<file path="config.mk">
export PLATFORM = sky130hd
export DESIGN_NAME = hazard_control_unit
export DESIGN_NICKNAME = d
export VERILOG_FILES = /design/src/rtl/hazard_control_unit_pkg.sv /design/src/rtl/hazard_control_unit_shadow_pipe.sv /design/src/rtl/hazard_control_unit.sv
export SDC_FILE = /design/constraint.sdc
export NUM_CORES = 1
export LEC_CHECK = 0
export ABC_AREA = 1
export BUFFER_PORTS_ARGS = -buffer_cell sky130_fd_sc_hd__buf_2
export CORE_ASPECT_RATIO = 1.1
export CORE_MARGIN = 3
export CORE_UTILIZATION = 49
export DETAILED_ROUTE_END_ITERATION = 8
export GPL_ROUTABILITY_DRIVEN = 0
export GPL_TIMING_DRIVEN = 0
export PLACE_DENSITY = 0.77
export SLEW_MARGIN = 15
export SYNTH_ARGS = -nofsm -noshare
export SYNTH_HDL_FRONTEND = slang
export SYNTH_SLANG_ARGS = --single-unit
</file>
<file path="constraint.sdc">
create_clock -name clk -period 1.35 [get_ports clk]
set_input_delay 0.0675 -clock clk [delete_from_list [all_inputs] [get_ports clk]]
set_output_delay 0.0675 -clock clk [all_outputs]
set_load 0.01 [all_outputs]
</file>
<file path="src/rtl/hazard_control_unit_pkg.sv">
// Shared types and constants for the hazard control unit: register width,
// FSM state encoding, shadow pipeline entry and the match helper.
package hazard_control_unit_pkg;

  localparam int REG_ADDR_W = 5;
  localparam logic [REG_ADDR_W-1:0] REG_ZERO = '0;

  typedef enum logic [1:0] {
    RUN   = 2'd0,
    STALL = 2'd1,
    FLUSH = 2'd2
  } hcu_state_t;

  typedef struct packed {
    logic                  valid;
    logic [REG_ADDR_W-1:0] dest;
    logic                  wr;
    logic                  is_load;
  } shadow_entry_t;

  localparam shadow_entry_t SHADOW_BUBBLE = '0;

  // A producer matches a source only if it really writes it; $0 is never a hit.
  function automatic logic entry_matches(input shadow_entry_t e,
                                         input logic [REG_ADDR_W-1:0] r);
    return e.valid & e.wr & (e.dest == r) & (r != REG_ZERO);
  endfunction

endpackage

</file>
<file path="src/rtl/hazard_control_unit_shadow_pipe.sv">
// Three-slot shadow of in-flight destinations (IX, MEM, WB); a bubble is
// inserted into the IX slot whenever the decode slot is stalled or flushed.
module hazard_shadow_pipe
  import hazard_control_unit_pkg::*;
(
  input  logic          clk,
  input  logic          rst,
  input  logic          bubble,
  input  shadow_entry_t dec_entry,
  output shadow_entry_t s_ix,
  output shadow_entry_t s_mem,
  output shadow_entry_t s_wb
);

  shadow_entry_t s_ix_reg, s_mem_reg, s_wb_reg;

  always_ff @(posedge clk) begin
    if (rst) begin
      s_ix_reg  <= SHADOW_BUBBLE;
      s_mem_reg <= SHADOW_BUBBLE;
      s_wb_reg  <= SHADOW_BUBBLE;
    end else begin
      s_wb_reg  <= s_mem_reg;
      s_mem_reg <= s_ix_reg;
      s_ix_reg  <= bubble ? SHADOW_BUBBLE : dec_entry;
    end
  end

  assign s_ix  = s_ix_reg;
  assign s_mem = s_mem_reg;
  assign s_wb  = s_wb_reg;

endmodule

</file>
<file path="src/rtl/hazard_control_unit.sv">
// Load-use stall, forwarding select and branch flush sequencing for ID/IX.
// Optional performance counters are built when HAZARD_PERF_CNT_EN is defined.
module hazard_control_unit
  import hazard_control_unit_pkg::*;
#(
  parameter int FLUSH_CYCLES = 2,
  parameter int CNT_W        = 32
) (
  input  logic                  clk,
  input  logic                  rst,
  input  logic                  id_valid,
  input  logic [REG_ADDR_W-1:0] id_rs,
  input  logic [REG_ADDR_W-1:0] id_rt,
  input  logic                  id_uses_rs,
  input  logic                  id_uses_rt,
  input  logic                  id_is_store,
  input  logic [REG_ADDR_W-1:0] id_dest,
  input  logic                  id_write_to_reg,
  input  logic                  id_is_load,
  input  logic                  ix_branch_taken,
  output logic                  stall_out,
  output logic                  flush_out,
  output logic                  mx_op1_bypass,
  output logic                  mx_op2_bypass,
  output logic                  wx_op1_bypass,
  output logic                  wx_op2_bypass,
  output logic                  wm_data_bypass
`ifdef HAZARD_PERF_CNT_EN
  ,
  output logic [CNT_W-1:0]      stall_count,
  output logic [CNT_W-1:0]      flush_count
`endif
);

  localparam int FC_W = (FLUSH_CYCLES > 1) ? $clog2(FLUSH_CYCLES) : 1;
  localparam logic [FC_W-1:0] FC_RELOAD = FC_W'(FLUSH_CYCLES - 1);

  hcu_state_t      state_reg, state_next;
  logic [FC_W-1:0] cnt_reg, cnt_next;

  shadow_entry_t dec_entry, s_ix, s_mem, s_wb;
  logic          hazard, active;
  logic          rt_is_operand;
  logic          wb_slot_unused;

  assign dec_entry = '{valid: id_valid, dest: id_dest, wr: id_write_to_reg,
                       is_load: id_is_load};

  hazard_shadow_pipe u_shadow (
    .clk       (clk),
    .rst       (rst),
    .bubble    (stall_out | flush_out),
    .dec_entry (dec_entry),
    .s_ix      (s_ix),
    .s_mem     (s_mem),
    .s_wb      (s_wb)
  );

  // WB results reach decode through the register file, not via a bypass here.
  assign wb_slot_unused = ^s_wb;

  assign rt_is_operand = id_uses_rt & ~id_is_store;

  assign hazard = s_ix.is_load &
                  ((id_uses_rs & entry_matches(s_ix, id_rs)) |
                   (rt_is_operand & entry_matches(s_ix, id_rt)));

  assign flush_out = ix_branch_taken | (state_reg == FLUSH);
  assign stall_out = hazard & id_valid & ~flush_out;

  // Bypass selects only apply to a live instruction that is neither squashed nor stalled.
  assign active = id_valid & ~flush_out & ~hazard;

  assign mx_op1_bypass  = active & id_uses_rs & entry_matches(s_ix, id_rs);
  assign mx_op2_bypass  = active & rt_is_operand & entry_matches(s_ix, id_rt);
  assign wx_op1_bypass  = active & id_uses_rs & entry_matches(s_mem, id_rs) & ~mx_op1_bypass;
  assign wx_op2_bypass  = active & rt_is_operand & entry_matches(s_mem, id_rt) & ~mx_op2_bypass;
  assign wm_data_bypass = active & id_is_store & id_uses_rt & s_ix.is_load &
                          entry_matches(s_ix, id_rt);

  always_ff @(posedge clk) begin
    if (rst) begin
      state_reg <= RUN;
      cnt_reg   <= '0;
    end else begin
      state_reg <= state_next;
      cnt_reg   <= cnt_next;
    end
  end

  always_comb begin
    state_next = state_reg;
    cnt_next   = cnt_reg;
    case (state_reg)
      RUN:   if (stall_out) state_next = STALL;
      STALL: state_next = RUN;
      FLUSH: begin
        if (cnt_reg <= FC_W'(1)) begin
          state_next = RUN;
          cnt_next   = '0;
        end else begin
          cnt_next = cnt_reg - FC_W'(1);
        end
      end
      default: begin
        state_next = RUN;
        cnt_next   = '0;
      end
    endcase
    // A taken branch (re)starts the flush window from any state.
    if (ix_branch_taken) begin
      if (FLUSH_CYCLES > 1) begin
        state_next = FLUSH;
        cnt_next   = FC_RELOAD;
      end else begin
        state_next = RUN;
        cnt_next   = '0;
      end
    end
  end

`ifdef HAZARD_PERF_CNT_EN
  logic             branch_prev_reg;
  logic [CNT_W-1:0] stall_count_reg, flush_count_reg;

  always_ff @(posedge clk) begin
    if (rst) begin
      branch_prev_reg <= 1'b0;
      stall_count_reg <= '0;
      flush_count_reg <= '0;
    end else begin
      branch_prev_reg <= ix_branch_taken;
      if (stall_out && (stall_count_reg != '1))
        stall_count_reg <= stall_count_reg + CNT_W'(1);
      if (ix_branch_taken && !branch_prev_reg && (state_reg != STALL) &&
          (flush_count_reg != '1))
        flush_count_reg <= flush_count_reg + CNT_W'(1);
    end
  end

  assign stall_count = stall_count_reg;
  assign flush_count = flush_count_reg;
`else
  localparam int unused_cnt_w = CNT_W;
`endif

endmodule

</file>
# --- After elaboration in Yosys (flattened, before gate mapping) ---
# Cells that the tools add are included.
totals:
  out_inout_bits: 7
  ff_bits: 18
op_classes:
  n_eq_ne: 11
  add_sub_neg: 1
  n_mux: 7
  magnitude_cmp: 1
  n_reduce_logical: 8
  n_bitwise: 38
ops:
  columns: ["op", "count"]
  rows:
  - ["bitwise AND 1 bit", 30]
  - ["equality test 5 bit", 4]
  - ["nonzero test 5 bit", 2]
  - ["two-way mux 2 bit", 3]
  - ["OR reduction 2 bit", 3]
  - ["NOT 1 bit", 5]
  - ["!= test 2 x 1 -> 1 bit (second input constant)", 2]
  - ["case mux 2 bit (2 select lines)", 1]
  - ["AND reduction 2 bit", 2]
  - ["!= test 3 x 2 -> 1 bit (second input constant)", 1]
  - ["!= test 3 bit (second input constant)", 1]
  - ["bitwise OR 1 bit", 3]
  - ["equality test 2 x 1 -> 1 bit (second input constant)", 1]
  - ["equality test 2 bit (second input constant)", 1]
  - ["zero test 2 bit", 1]
  - ["two-way mux 1 bit", 2]
  - ["!= test 2 bit (second input constant)", 1]
  - ["case mux 1 bit (2 select lines)", 1]
  - ["less-or-equal comparator 1 bit (second input constant)", 1]
  - ["subtractor 1 bit (second input constant)", 1]

# --- Depth between registers and ports, before layout ---
logic_depth:
  ltp_word: 12
  depth_mapped: 11
  depth_no_buf: 11

# --- Hierarchy ---
# From an unflattened synthesis, not the netlist that was laid out.
unflattened:
  cells_unflattened: 194
  area_unflattened_um2: 1295.0
modules_own_cells:
  columns: ["module", "n_inst", "area_each_um2", "cells_each"]
  rows:
  - ["hazard_shadow_pipe", 1, 705.7, 77]
  - ["hazard_control_unit", 1, 589.3, 117]

# --- Worst setup path before layout ---
# Ideal clock, no wire load.
synth_path:
  kind: "register to register"
  from: "register state_reg[1]"
  to: "register u_shadow.s_ix_reg (netlist bit u_shadow.s_ix[7])"
  stages_incl_launch_ff: 6
  setup_slack_ns: 0.172
  setup_time_ns: 0.128
  period_less_slack_ns: 1.178
  arrival_ns: 1.050
  path_buffers: 0
  cell_sequence: "dfxtp_1 inv_1 o21ai_0 nor2_1 nand2_2 nor2_1"
synth_between:
  elab_chain_cells: 6
synth_lines:
  columns: ["item", "line_no", "rtl"]
  rows:
  - ["start, declared", "hazard_control_unit.sv:38", "hcu_state_t state_reg, state_next;"]
  - ["start signal, assigned", "hazard_control_unit.sv:86", "state_reg <= state_next;"]
  - ["equality test 2 bit *", "hazard_control_unit.sv:68", "assign flush_out = ix_branch_taken | (state_reg == FLUSH);"]
  - ["bitwise OR 1 bit *", "hazard_control_unit.sv:68", null]
  - ["named net flush_out", "hazard_control_unit.sv:22", "output logic flush_out,"]
  - ["NOT 1 bit", "hazard_control_unit.sv:69", "assign stall_out = hazard & id_valid & ~flush_out;"]
  - ["bitwise AND 1 bit", "hazard_control_unit.sv:69", null]
  - ["bitwise OR 1 bit *", "hazard_control_unit.sv:52", ".bubble (stall_out | flush_out),"]
  - ["OR reduction 2 bit (no line) *", null, null]
  - ["end signal, assigned", "hazard_control_unit_shadow_pipe.sv:25", "s_ix_reg <= bubble ? SHADOW_BUBBLE : dec_entry;"]
  - ["end, declared", "hazard_control_unit_shadow_pipe.sv:15", "shadow_entry_t s_ix_reg, s_mem_reg, s_wb_reg;"]
# The timed path passes the listed nets; every way through them passes the cells marked *.
# A chain may end at the register's enable or synchronous reset.

# --- Worst setup path after layout ---
layout_path:
  from: "register u_shadow.s_ix_reg (netlist bit u_shadow.s_ix[4])"
  to: "output mx_op2_bypass"
layout_between:
  elab_chain_cells: 10
layout_lines:
  columns: ["item", "line_no", "rtl"]
  rows:
  - ["equality test 5 bit", "hazard_control_unit_pkg.sv:26", "return e.valid & e.wr & (e.dest == r) & (r != REG_ZERO);"]
  - ["bitwise AND 1 bit (2 in a row)", "hazard_control_unit_pkg.sv:26", null]
  - ["bitwise AND 1 bit (on tied branches)", "hazard_control_unit.sv:65, hazard_control_unit.sv:66", null]
  - ["bitwise OR 1 bit", "hazard_control_unit.sv:65", "((id_uses_rs & entry_matches(s_ix, id_rs)) |"]
  - ["bitwise AND 1 bit", "hazard_control_unit.sv:64", "assign hazard = s_ix.is_load &"]
  - ["NOT 1 bit", "hazard_control_unit.sv:72", "assign active = id_valid & ~flush_out & ~hazard;"]
  - ["bitwise AND 1 bit", "hazard_control_unit.sv:72", null]
  - ["bitwise AND 1 bit", "hazard_control_unit.sv:75", "assign mx_op2_bypass = active & rt_is_operand & entry_matches(s_ix, id_rt);"]
  - ["bitwise AND 1 bit *", "hazard_control_unit.sv:75", null]
  - ["end, declared", "hazard_control_unit.sv:24", "output logic mx_op2_bypass,"]
# Every way passes the cells marked *; elsewhere a longest branch is shown, timed or not.

==> results by group <==
Die
  • Die Y: around 53 um
  • # IOs: 31
  • Core box area: 0.00182 mm2
  • Die area: 0.00254 mm2
  • Die width: just under 50 um
  • Row cnt: 16
  • Initial Util: ~53%

Placed design
  • Post-placement cell count: between 200 and 250
  • HPWL after detailed placement: around 1800 um
  • Input/output buffers: 30
  • Dpl cell area: approximately 0.0012 mm2

Synth
  • Area of the mapped netlist: around 970 um2
  • Syn_area_per_cell: about 6.3 um2
  • Sequential area share after synthesis: between 30% and 40%
  • #FFs+latches synth: 17
  • Synth unique cells: 24
  • Syn Inst Count: between 150 and 200
  • Syn Nets: between 150 and 200
  • Ys Warns: 0

Timing
  • Slew Viols, Final: 0
  • Fmax: 0.583 GHz
  • Final Worst Setup Slack: -366 ps
  • Fin Hold WS: 42.4 ps
  • Max-slew headroom: between 60% and 70%
  • Worst Max-Slew Pin Slew: around 520 ps
  • Final setup fails: 15
  • Final min period: between 1500 and 2000 ps
  • RSZ-0062 raised after global routing: yes
  • Final worst path period share: 127%
  • Final hold vios: 0
  • Fin Clk Skew: ~3.2 ps

Detailed routing
  • Initial DRC count: 17
  • Vias: roughly 1100
  • Final WL: approximately 2600 um
  • Remaining DRCs: 0
  • Met2 wire len: 1410 um
  • Met1 WL: approximately 980 um
  • Met3 WL post-DR: ~130 um
  • Antenna-violating nets left: 0
  • First-pass iteration count of the detailed router: 4
  • Avg Vias per Cell: roughly 4.7
  • DR top layer: met4
  • WL per Instance: around 11 um

Finish
  • Final instance area: around 0.0014 mm2
  • Area of the multi-input gates: between 500 and 600 um2
  • Layout cells sized above 1: roughly 36%
  • # fillers: roughly 130
  • Synthesis-to-layout area growth: 45.8%
  • Non-filler cells, final: 232
  • ANT cells: 0
  • Reg area: between 300 and 400 um2
  • Nets: between 200 and 250
  • Max reg flops: 8

Critical path
  • Worst setup path class: reg2out
  • Crit path launch type: flop
  • Crit Path Max Fanout: 4
  • Critical Path AT: 1650 ps
  • CP Data Required Time: around 1300 ps
  • Endpoint class of the critical path: output pin

Power
  • P per Cell Area: 701 mW/mm2
  • Peak supply drop: 0.640 mV
  • LEAKAGE: between 0.7 and 0.8 nW
  • Design Power: roughly 0.99 mW

Clocking
  • Clock latency on the worst-skew pair: between 200 and 300 ps
  • Clock Tree Buf Depth: 2
  • H-tree level count: 1
  • CTS Buf Count: 3
  • CTS tree: built
  • Clk slew on worst S/H paths: around 100 ps
  • Root Driver: clkbuf_4
  • CTS sink count: 17

GRT
  • First-pass GRT wire length: 4180 um
  • Largest net degree at the start of global routing: 11
  • Vias in the first global route: ~1000
  • Grt total ovfl: 0
  • Number of antenna violations at the first check in global routing: 0
  • GRT Overall Usage: 21.7%

Run
  • Maxcap violations: 0

Hold path
  • Hold Path Class: in2reg

Run status
  • Failing checks: negative setup slack
  • Status: complete, but fails checks
==> cells in the mapped netlist <==
library cell  count  area, um2
a211oi_1          1       7.51
a21oi_2           1       8.76
a22o_1            1       8.76
and3_1            1       6.26
clkbuf_1          1       3.75
dfxtp_1          17        340
inv_1            35        131
inv_2             1       3.75
nand2_1          27        101
nand2_2           3       18.8
nand2_4           1       11.3
nand3_1           8       40.0
nand3_2           2       20.0
nand3b_1          2       15.0
nand4_1           3       18.8
nor2_1           33        124
nor2_2            2       12.5
nor3_1            2       10.0
nor4_1            1       6.26
o21ai_0           3       15.0
o21ai_1           1       5.00
o22ai_1           1       6.26
xnor2_1           2       17.5
xor2_1            4       35.0
==> per-stage QoR <==
step / worst slack, ps / utilization, % / setup TNS (ps)
final: -366 / 77.4 / -2960
after global routing: -477 / 77.4 / -4510
after CTS: -335 / 72.2 / -2320
after detailed placement: -52.5 / 63.2 / -154
after global placement: -16.2 / 63.2 / -44.1
after floorplan: 172 / - / 0
==> layout by cell type, fill, tap and decap left out <==
master / Yosys / final
inv_1: 35 / 33
buf_2: 0 / 30
nor2_1: 33 / 26
nand2_1: 27 / 24
dfxtp_1: 17 / 11
nor2_2: 2 / 8
buf_4: 0 / 8
nand3_1: 8 / 7
dlygate4sd3_1: 0 / 7
dfxtp_2: 0 / 5
nand2_4: 1 / 4
xor2_1: 4 / 4
inv_2: 1 / 3
nand2_2: 3 / 3
nand4_1: 3 / 3
clkbuf_4: 0 / 3
buf_6: 0 / 3
o21ai_1: 1 / 2
nand3_2: 2 / 2
xnor2_1: 2 / 2
nand3b_1: 2 / 2
o21ai_0: 3 / 2
nor3_1: 2 / 2
a21oi_2: 1 / 1
a211oi_1: 1 / 1
o22ai_1: 1 / 1
a22o_1: 1 / 1
nor4_1: 1 / 1
and3_1: 1 / 1
nand3_4: 0 / 1
clkbuf_1: 1 / 1
nor2_4: 0 / 1
clkinv_2: 0 / 1
dfxtp_4: 0 / 1
==> worst max-delay path: stages, from the launching register on <==
cell      delay, ps
dfxtp_4         370
inv_2            60
nand2_2          40
nand2_1          50
nand2_1          70
nor2_2          150
nand3_2         120
buf_6           150
nand3b_1        170
inv_1            70
buf_2           120
==> where the power goes <==
| part | internal (mW) | leakage, nW | switching [mW] |
|---|---|---|---|
| Combinational | 0.0875 | 0.608 | 0.100 |
| Clock | 0.110 | 0.0177 | 0.161 |
| Sequential | 0.516 | 0.141 | 0.0127 |
==> logic make-up (layout without fill, tap and decap cells) <==
family                 count (synthesis)  in the layout  synth area share, %
AND/OR/NAND/NOR                       85             85                 39.7
buffers and inverters                 37             89                 14.4
flip-flops                            17             17                 35.2
AO/OA/AOI/OAI                          8              8                 5.30
XOR/XNOR                               6              6                 5.43
==> metal layers <==
layer	vias up	global-route usage, %
met5	-	0
met4	0	9.00
met3	9	4.56
met2	31	43.6
met1	485	21.7
li1	562	-
==> path summary, 6_finish.rpt <==
check / from / end / slack (ps) / cells past startpoint
worst max-delay path: u_shadow.s_ix[4]$_SDFF_PP0_ / mx_op2_bypass / -370 / 10
worst min-delay path: ix_branch_taken / state_reg[1]$_SDFFE_PP0P_ / 40 / 3
worst max register to register: u_shadow.s_ix[4]$_SDFF_PP0_ / u_shadow.s_ix[1]$_SDFF_PP0_ / -140 / 12
worst min register to register: u_shadow.s_ix[1]$_SDFF_PP0_ / u_shadow.s_mem[1]$_SDFF_PP0_ / 430 / 2
==> repair_timing <==
item	4_1_cts	5_1_grt
hold buffers	7	0
setup endpoints to repair	7	16
buffers inserted	6	5
gates resized for setup	8	21
pin swaps	2	5
hold endpoints to repair	7	0
==> layout make-up <==
type                    count  area share, %
multi-input cells          99           38.7
flip-flops and latches     17           24.8
repair buffers             48           22.3
inverters                  36           9.58
well taps                  27           2.40
clock buffers               3           1.60
clock inverters             1          0.355
plain buffers               1          0.266
Note: power is estimated with default switching activity, not from simulation.
